[src/rtl/jtpang_vtiming.sv]
// ---------------------------------------------------------------------------
// jtpang_vtiming
//   Video timing generator: 9-bit H/V raster counters, blanking and sync
//   strobes, flipped coordinates and NIRQ raster-line interrupt channels.
//
//   Optional build macro: JTPANG_IRQACK_EN
//     defined   : a pending flag is held until its irq_ack bit is seen
//     undefined : a pending flag lasts exactly one line; irq_ack is ignored
//
// Ports
//   clk       in   system clock
//   rst       in   synchronous, active-high reset
//   pxl_cen   in   pixel clock enable; all raster state advances only here
//   flip      in   screen flip, applied combinationally to hf/vf
//   irq_en    in   [NIRQ] per-channel interrupt mask (only gates int_n)
//   irq_ack   in   [NIRQ] per-channel acknowledge (JTPANG_IRQACK_EN only)
//   h, v      out  [9]  horizontal / vertical counters
//   hf        out  [9]  h XOR flip
//   vf        out  [8]  v[7:0] XOR flip
//   LHBL      out  high during active horizontal region
//   LVBL      out  high during active vertical region
//   HS, VS    out  horizontal / vertical sync
//   irq_pend  out  [NIRQ] pending flags
//   int_n     out  registered, active-low OR of enabled pending flags
// ---------------------------------------------------------------------------
module jtpang_vtiming #(
  parameter logic [8:0]          HCNT_END  = 9'd511,
  parameter logic [8:0]          HB_START  = 9'd447,
  parameter logic [8:0]          HB_END    = 9'd63,
  parameter logic [8:0]          HS_START  = 9'd495,
  parameter logic [8:0]          HS_END    = 9'd31,
  parameter logic [8:0]          VCNT_END  = 9'd263,
  parameter logic [8:0]          VB_START  = 9'd240,
  parameter logic [8:0]          VB_END    = 9'd0,
  parameter logic [8:0]          VS_START  = 9'd244,
  parameter logic [8:0]          VS_END    = 9'd247,
  parameter int                  NIRQ      = 2,
  parameter logic [NIRQ*9-1:0]   IRQ_LINES = {9'd240, 9'd96}
) (
  input  logic            clk,
  input  logic            rst,
  input  logic            pxl_cen,
  input  logic            flip,
  input  logic [NIRQ-1:0] irq_en,
  input  logic [NIRQ-1:0] irq_ack,
  output logic [8:0]      h,
  output logic [8:0]      v,
  output logic [8:0]      hf,
  output logic [7:0]      vf,
  output logic            LHBL,
  output logic            LVBL,
  output logic            HS,
  output logic            VS,
  output logic [NIRQ-1:0] irq_pend,
  output logic            int_n
);

  logic            h_wrap;
  logic [8:0]      h_nxt;
  logic [8:0]      v_nxt;
  logic [NIRQ-1:0] irq_hit;

  // Next-count values. All edge detection below compares against the value
  // h is about to take, so "h becomes X" is a single equality test.
  always_comb begin
    // NOTE: every combinational output gets a default first so no path can
    // leave it unassigned and infer a latch.
    h_wrap  = (h == HCNT_END);
    h_nxt   = h_wrap ? 9'd0 : h + 9'd1;
    v_nxt   = v;
    irq_hit = '0;
    if (h_wrap) begin
      v_nxt = (v == VCNT_END) ? 9'd0 : v + 9'd1;
    end
    // A line beyond VCNT_END can never equal v_nxt, so such a channel
    // never fires; channels sharing a line fire together.
    for (int k = 0; k < NIRQ; k++) begin
      irq_hit[k] = h_wrap && (v_nxt == IRQ_LINES[k*9 +: 9]);
    end
  end

  assign hf = h ^ {9{flip}};
  assign vf = v[7:0] ^ {8{flip}};

  // NOTE: all sequential state uses non-blocking assignments so every
  // register samples the pre-edge values regardless of statement order.
  always_ff @(posedge clk) begin
    if (rst) begin
      h        <= 9'd0;
      v        <= 9'd0;
      LHBL     <= 1'b0;
      LVBL     <= 1'b0;
      HS       <= 1'b0;
      VS       <= 1'b0;
      irq_pend <= '0;
      int_n    <= 1'b1;
    end else begin
      if (pxl_cen) begin
        h <= h_nxt;
        v <= v_nxt;

        // Edge-triggered toggles make wrap-around ranges (END < START) free.
        if (h_nxt == HB_START)    LHBL <= 1'b0;
        else if (h_nxt == HB_END) LHBL <= 1'b1;

        if (h_nxt == HS_START)    HS <= 1'b1;
        else if (h_nxt == HS_END) HS <= 1'b0;

        // Vertical strobes change only at the horizontal reference points,
        // tested against the line currently being drawn.
        if (h_nxt == HB_START) begin
          if (v == VB_START)    LVBL <= 1'b0;
          else if (v == VB_END) LVBL <= 1'b1;
        end

        if (h_nxt == HS_START) begin
          if (v == VS_START)    VS <= 1'b1;
          else if (v == VS_END) VS <= 1'b0;
        end
      end

`ifdef JTPANG_IRQACK_EN
      // Ack clears on any clk edge; a set arriving on the same edge wins.
      irq_pend <= (irq_pend & ~irq_ack) | (pxl_cen ? irq_hit : '0);
`else
      // One-line pulse: each line start reloads the flags from the hits.
      if (pxl_cen && h_wrap) irq_pend <= irq_hit;
`endif

      // Refreshed every clk so the interrupt follows the flags one clk late
      // even while the pixel enable is low.
      int_n <= ~|(irq_pend & irq_en);
    end
  end

`ifndef JTPANG_IRQACK_EN
  logic unused_ack;
  assign unused_ack = ^irq_ack;
`endif

endmodule
[config.mk]
export PLATFORM = sky130hd
export DESIGN_NAME = jtpang_vtiming
export DESIGN_NICKNAME = d
export VERILOG_FILES = /design/src/rtl/jtpang_vtiming.sv
export SDC_FILE = /design/constraint.sdc
export NUM_CORES = 1
export LEC_CHECK = 0
export ABC_AREA = 1
export CAP_MARGIN = 20
export CORE_ASPECT_RATIO = 0.8
export CORE_MARGIN = 2
export CORE_UTILIZATION = 48
export DETAILED_ROUTE_END_ITERATION = 12
export GPL_ROUTABILITY_DRIVEN = 0
export PLACE_DENSITY = 0.8
export SYNTH_ARGS = -nofsm -noshare
export SYNTH_HDL_FRONTEND = slang
export SYNTH_SLANG_ARGS = --single-unit
[constraint.sdc]
create_clock -name clk -period 3.1 [get_ports clk]
set_clock_uncertainty 0.1 [all_clocks]
set_input_delay 0.93 -clock clk [delete_from_list [all_inputs] [get_ports clk]]
set_output_delay 0.93 -clock clk [all_outputs]
set_load 0.02 [all_outputs]
==> flow_metrics.env <==
export IMPL_outcome="finished with violations"
export IMPL_violated_checks="negative setup slack"
export IMPL_post_cts_setup_buffers=0
export IMPL_setup_viol_count_final=1
export IMPL_worst_setup_hold_path_clk_slew_ns=0.08
export IMPL_drive_gt1_share_pct=17.05
export IMPL_cts_sinks=25
export IMPL_hold_class="reg -> reg"
export IMPL_synth_area_in_simple_gates_pct=35.91
export IMPL_worst_slew_pin_transition_ns=0.4378
export IMPL_placedCellCount=343
export IMPL_worstPathArrival_ns=2.07
export IMPL_design_core_area_um2=3495
export IMPL_clockPowerShare_pct=25.9
export IMPL_power_sequential_fraction_pct=47.9
export IMPL_ys_async_sr_fraction_pct=0
export IMPL_avgViaCountPerCell=5.225
export IMPL_chipWidth_um=72.09
export IMPL_synth_mux_area_fraction_pct=0
export IMPL_timing_max_slew_rel_slack_pct=70.77
export IMPL_fraction_of_the_yosys_area_taken_by_sequential_cells_pct=28.11
export IMPL_rows=19
export IMPL_syn_area_per_cell_um2=6.874
export IMPL_switching_share_pct=32.08
export IMPL_cap_violations=0
export IMPL_timing_final_max_slew_violations=0
export IMPL_num_vias=1813
export IMPL_track_usage_pct=23.12
export IMPL_stdcell_count=347
export IMPL_synth_seq_cells=25
export IMPL_cp_cell_sequence="clkdlybuf4s50_1 -> buf_4 -> xor2_1 -> clkdlybuf4s15_2"
export IMPL_tritoncts_num_buffers=3
export IMPL_cts_root_buffer_cell="clkbuf_8"
export IMPL_critical_path_type="in -> out"
export IMPL_required_time_at_the_endpoint_of_the_critical_path_ns=2.07
export IMPL_comb_power_share_pct=26.3
export IMPL_synth_compound_area_share_pct=12.72
export IMPL_setup_slack_ns=-0.0009113
export IMPL_drc=0
export IMPL_drtAntennaViolNets=0
export IMPL_drt_total_wl_um=4604
export IMPL_antennaDiodeCount=0
export IMPL_dominant_combinational_cell_family_by_area_after_synthesis="simple AND/OR/NAND/NOR gates"
export IMPL_tritoncts_clock_tree="done"
export IMPL_unrepaired_setup_endpoints_after_global_routing="true"
export IMPL_p_int_mw=0.5074
export IMPL_ys_warn_count=0
export IMPL_post_drt_wl_per_cell_um=13.27
export IMPL_initial_utilization_pct=50.95
export IMPL_synth_top_flop_cell="dfxtp_1"
export IMPL_synthesis_nets=271
export IMPL_cellLeakagePower_nw=1.022
export IMPL_vdd_drop_max_mv=0.3325
export IMPL_fp_dieArea_um2=4215
export IMPL_critical_path_slowest_cell="clkdlybuf4s50_1"
export IMPL_synth_distinct_cells=32
export IMPL_yosys_area_share_xor_xnor_pct=9.838
export IMPL_pre_cts_ws_ns=-0.3265
export IMPL_area_growth_pct=30.15
export IMPL_grt_max_degree=15
export IMPL_cts_root_to_sink_buffers=2
export IMPL_worst_setup_path_end_kind="output port"
export IMPL_critPathMaxStageDelay_ns=0.48
export IMPL_critical_path_max_fanout=9
export IMPL_netSwitchingPower_mw=0.2396
export IMPL_globalRouteOverflowTotal=0
export IMPL_syn_inst=259
export IMPL_htree_num_levels=1
export IMPL_num_fill_cells=338
export IMPL_syn_area_um2=1780
export IMPL_post_synth_fa_ha_maj_area_fraction_pct=2.811
export IMPL_seqCellArea_um2=500.5
export IMPL_die_height_um=58.48
export IMPL_max_clock_freq_ghz=0.3225
export IMPL_antenna_found_initial=0
export IMPL_drt_pre_antenna_iters=4
export IMPL_io_buffer_count=47
export IMPL_hold_viol_final=0
export IMPL_holdBufCountCts=0
export IMPL_grt_pass1_wl_um=7762
export IMPL_fin_nets=318
export IMPL_start_kind="primary input"
export IMPL_multiInputGateArea_um2=1091
export IMPL_detail_route_iter0_violations=134
export IMPL_io_pins=50
export IMPL_grt_pass1_vias=1651
export IMPL_period_share_pct=100.0
export IMPL_power_density_cell_area_nw_per_um2=322.4
export IMPL_min_period_ns=3.101
export IMPL_synth_edf_count=0
export IMPL_power_total_mw=0.7470
export IMPL_insertion_delay_ns=0.27
export IMPL_detailed_place_hpwl_um=3413
power by group through the flow:
stage | sequential [mW] | combinational, mW | clock (mW)
global placement | 0.364 | 0.201 | 0
detailed placement | 0.365 | 0.205 | 0
floorplan | 0.368 | 0.111 | 0
global route | 0.360 | 0.213 | 0.210
CTS | 0.357 | 0.199 | 0.197
finish | 0.358 | 0.196 | 0.193
logic make-up after synthesis:
kind of cell             after synthesis
AO/OA/AOI/OAI                         41
XOR/XNOR                              20
adder cells (fa/ha/maj)                4
buffers and inverters                 41
flip-flops                            25
AND/OR/NAND/NOR                      128
cell usage after synthesis, types with 2 or more instances:
library cell  count  share of area, %
a211oi_1          3               1.3
a21oi_1          21               5.9
buf_2             4               1.1
buf_6             4               2.5
clkbuf_1          3              0.63
dfxtp_1          25                28
ha_1              4               2.8
inv_1            27               5.7
nand2_1          56                12
nand2_2           3               1.1
nand2_4           2               1.3
nand3_1          18               5.1
nand4_1           4               1.4
nor2_1           23               4.8
nor2_2            8               2.8
nor2_4            4               2.5
nor3_1            3              0.84
nor3_2            2               1.1
o21ai_0          13               3.7
xor2_1           20               9.8
flip-flops by register name (all words and copies together), names as in the netlist:
signal,count
HS,1
LHBL,1
LVBL,1
VS,1
h,9
int_n,1
irq_pend,2
v,9
critical path, delay by kind of cell:
kind                   cells  cell delay (ns)
XOR/XNOR                   1             0.18
buffers and inverters      3             0.96
stage by stage:
stage / area, um^2 / TNS (ns) / hold slack, ns / utilization [%]
3_5_place_dp: 2276 / -5.232 / 0.3566 / 65.13
6_report: 2317 / -0.0009113 / 0.3688 / 66.31
4_1_cts: 2337 / 0 / 0.3720 / 66.88
2_1_floorplan: 1780 / 0 / 0.4366 / -
3_3_place_gp: 2276 / -5.082 / 0.3556 / 65.13
5_1_grt: 2317 / -0.4209 / 0.4175 / 66.31
placed cells by master (no fill, tap or decap), types with 2 or more instances in the layout:
cell type,count
buf_4,7
nor2_4,4
clkbuf_2,4
a211oi_1,3
nor3_1,3
clkbuf_8,3
ha_1,4
nand2_4,2
clkdlybuf4s15_2,13
dfxtp_1,25
o21ai_0,13
nand4_1,4
nor2_1,23
xor2_1,20
nor2_2,8
nand2_1,56
nand3_1,18
nor3_2,2
a21oi_1,21
inv_1,27
nand2_2,3
clkdlybuf4s50_1,30
layout make-up:
class                   instances  area share [%]
well taps                      42           2.268
repair buffers                 54           22.41
multi-input cells             193           47.08
inverters                      29           4.698
clock buffers                   4           1.944
flip-flops and latches         25           21.60
final timing paths:
check,depth (start not counted),startpoint,slack (ns),endpoint
max,4,flip,-0.0009,hf[5]
min,2,VS$_SDFFE_PP0P_,0.37,VS$_SDFFE_PP0P_
max reg2reg,16,h[0]$_SDFFE_PP0P_,0.35,LVBL$_SDFFE_PP0P_
min reg2reg,2,VS$_SDFFE_PP0P_,0.37,VS$_SDFFE_PP0P_
what timing repair did:
action | CTS | global route
pin swaps | 0 | 0
endpoints found under the setup margin | 17 | 16
resized for setup | 47 | 4
endpoints found under the hold margin | 0 | 0
layer usage:
metal	share of wire (%)	global-route usage [%]	vias to the layer above
met1	48	33.12	825
met4	0.67	3.774	0
met2	44	36.70	59
met5	0	0	-
li1	-	-	925
met3	6.9	4.623	4
Power figures use the tool's default switching activity.
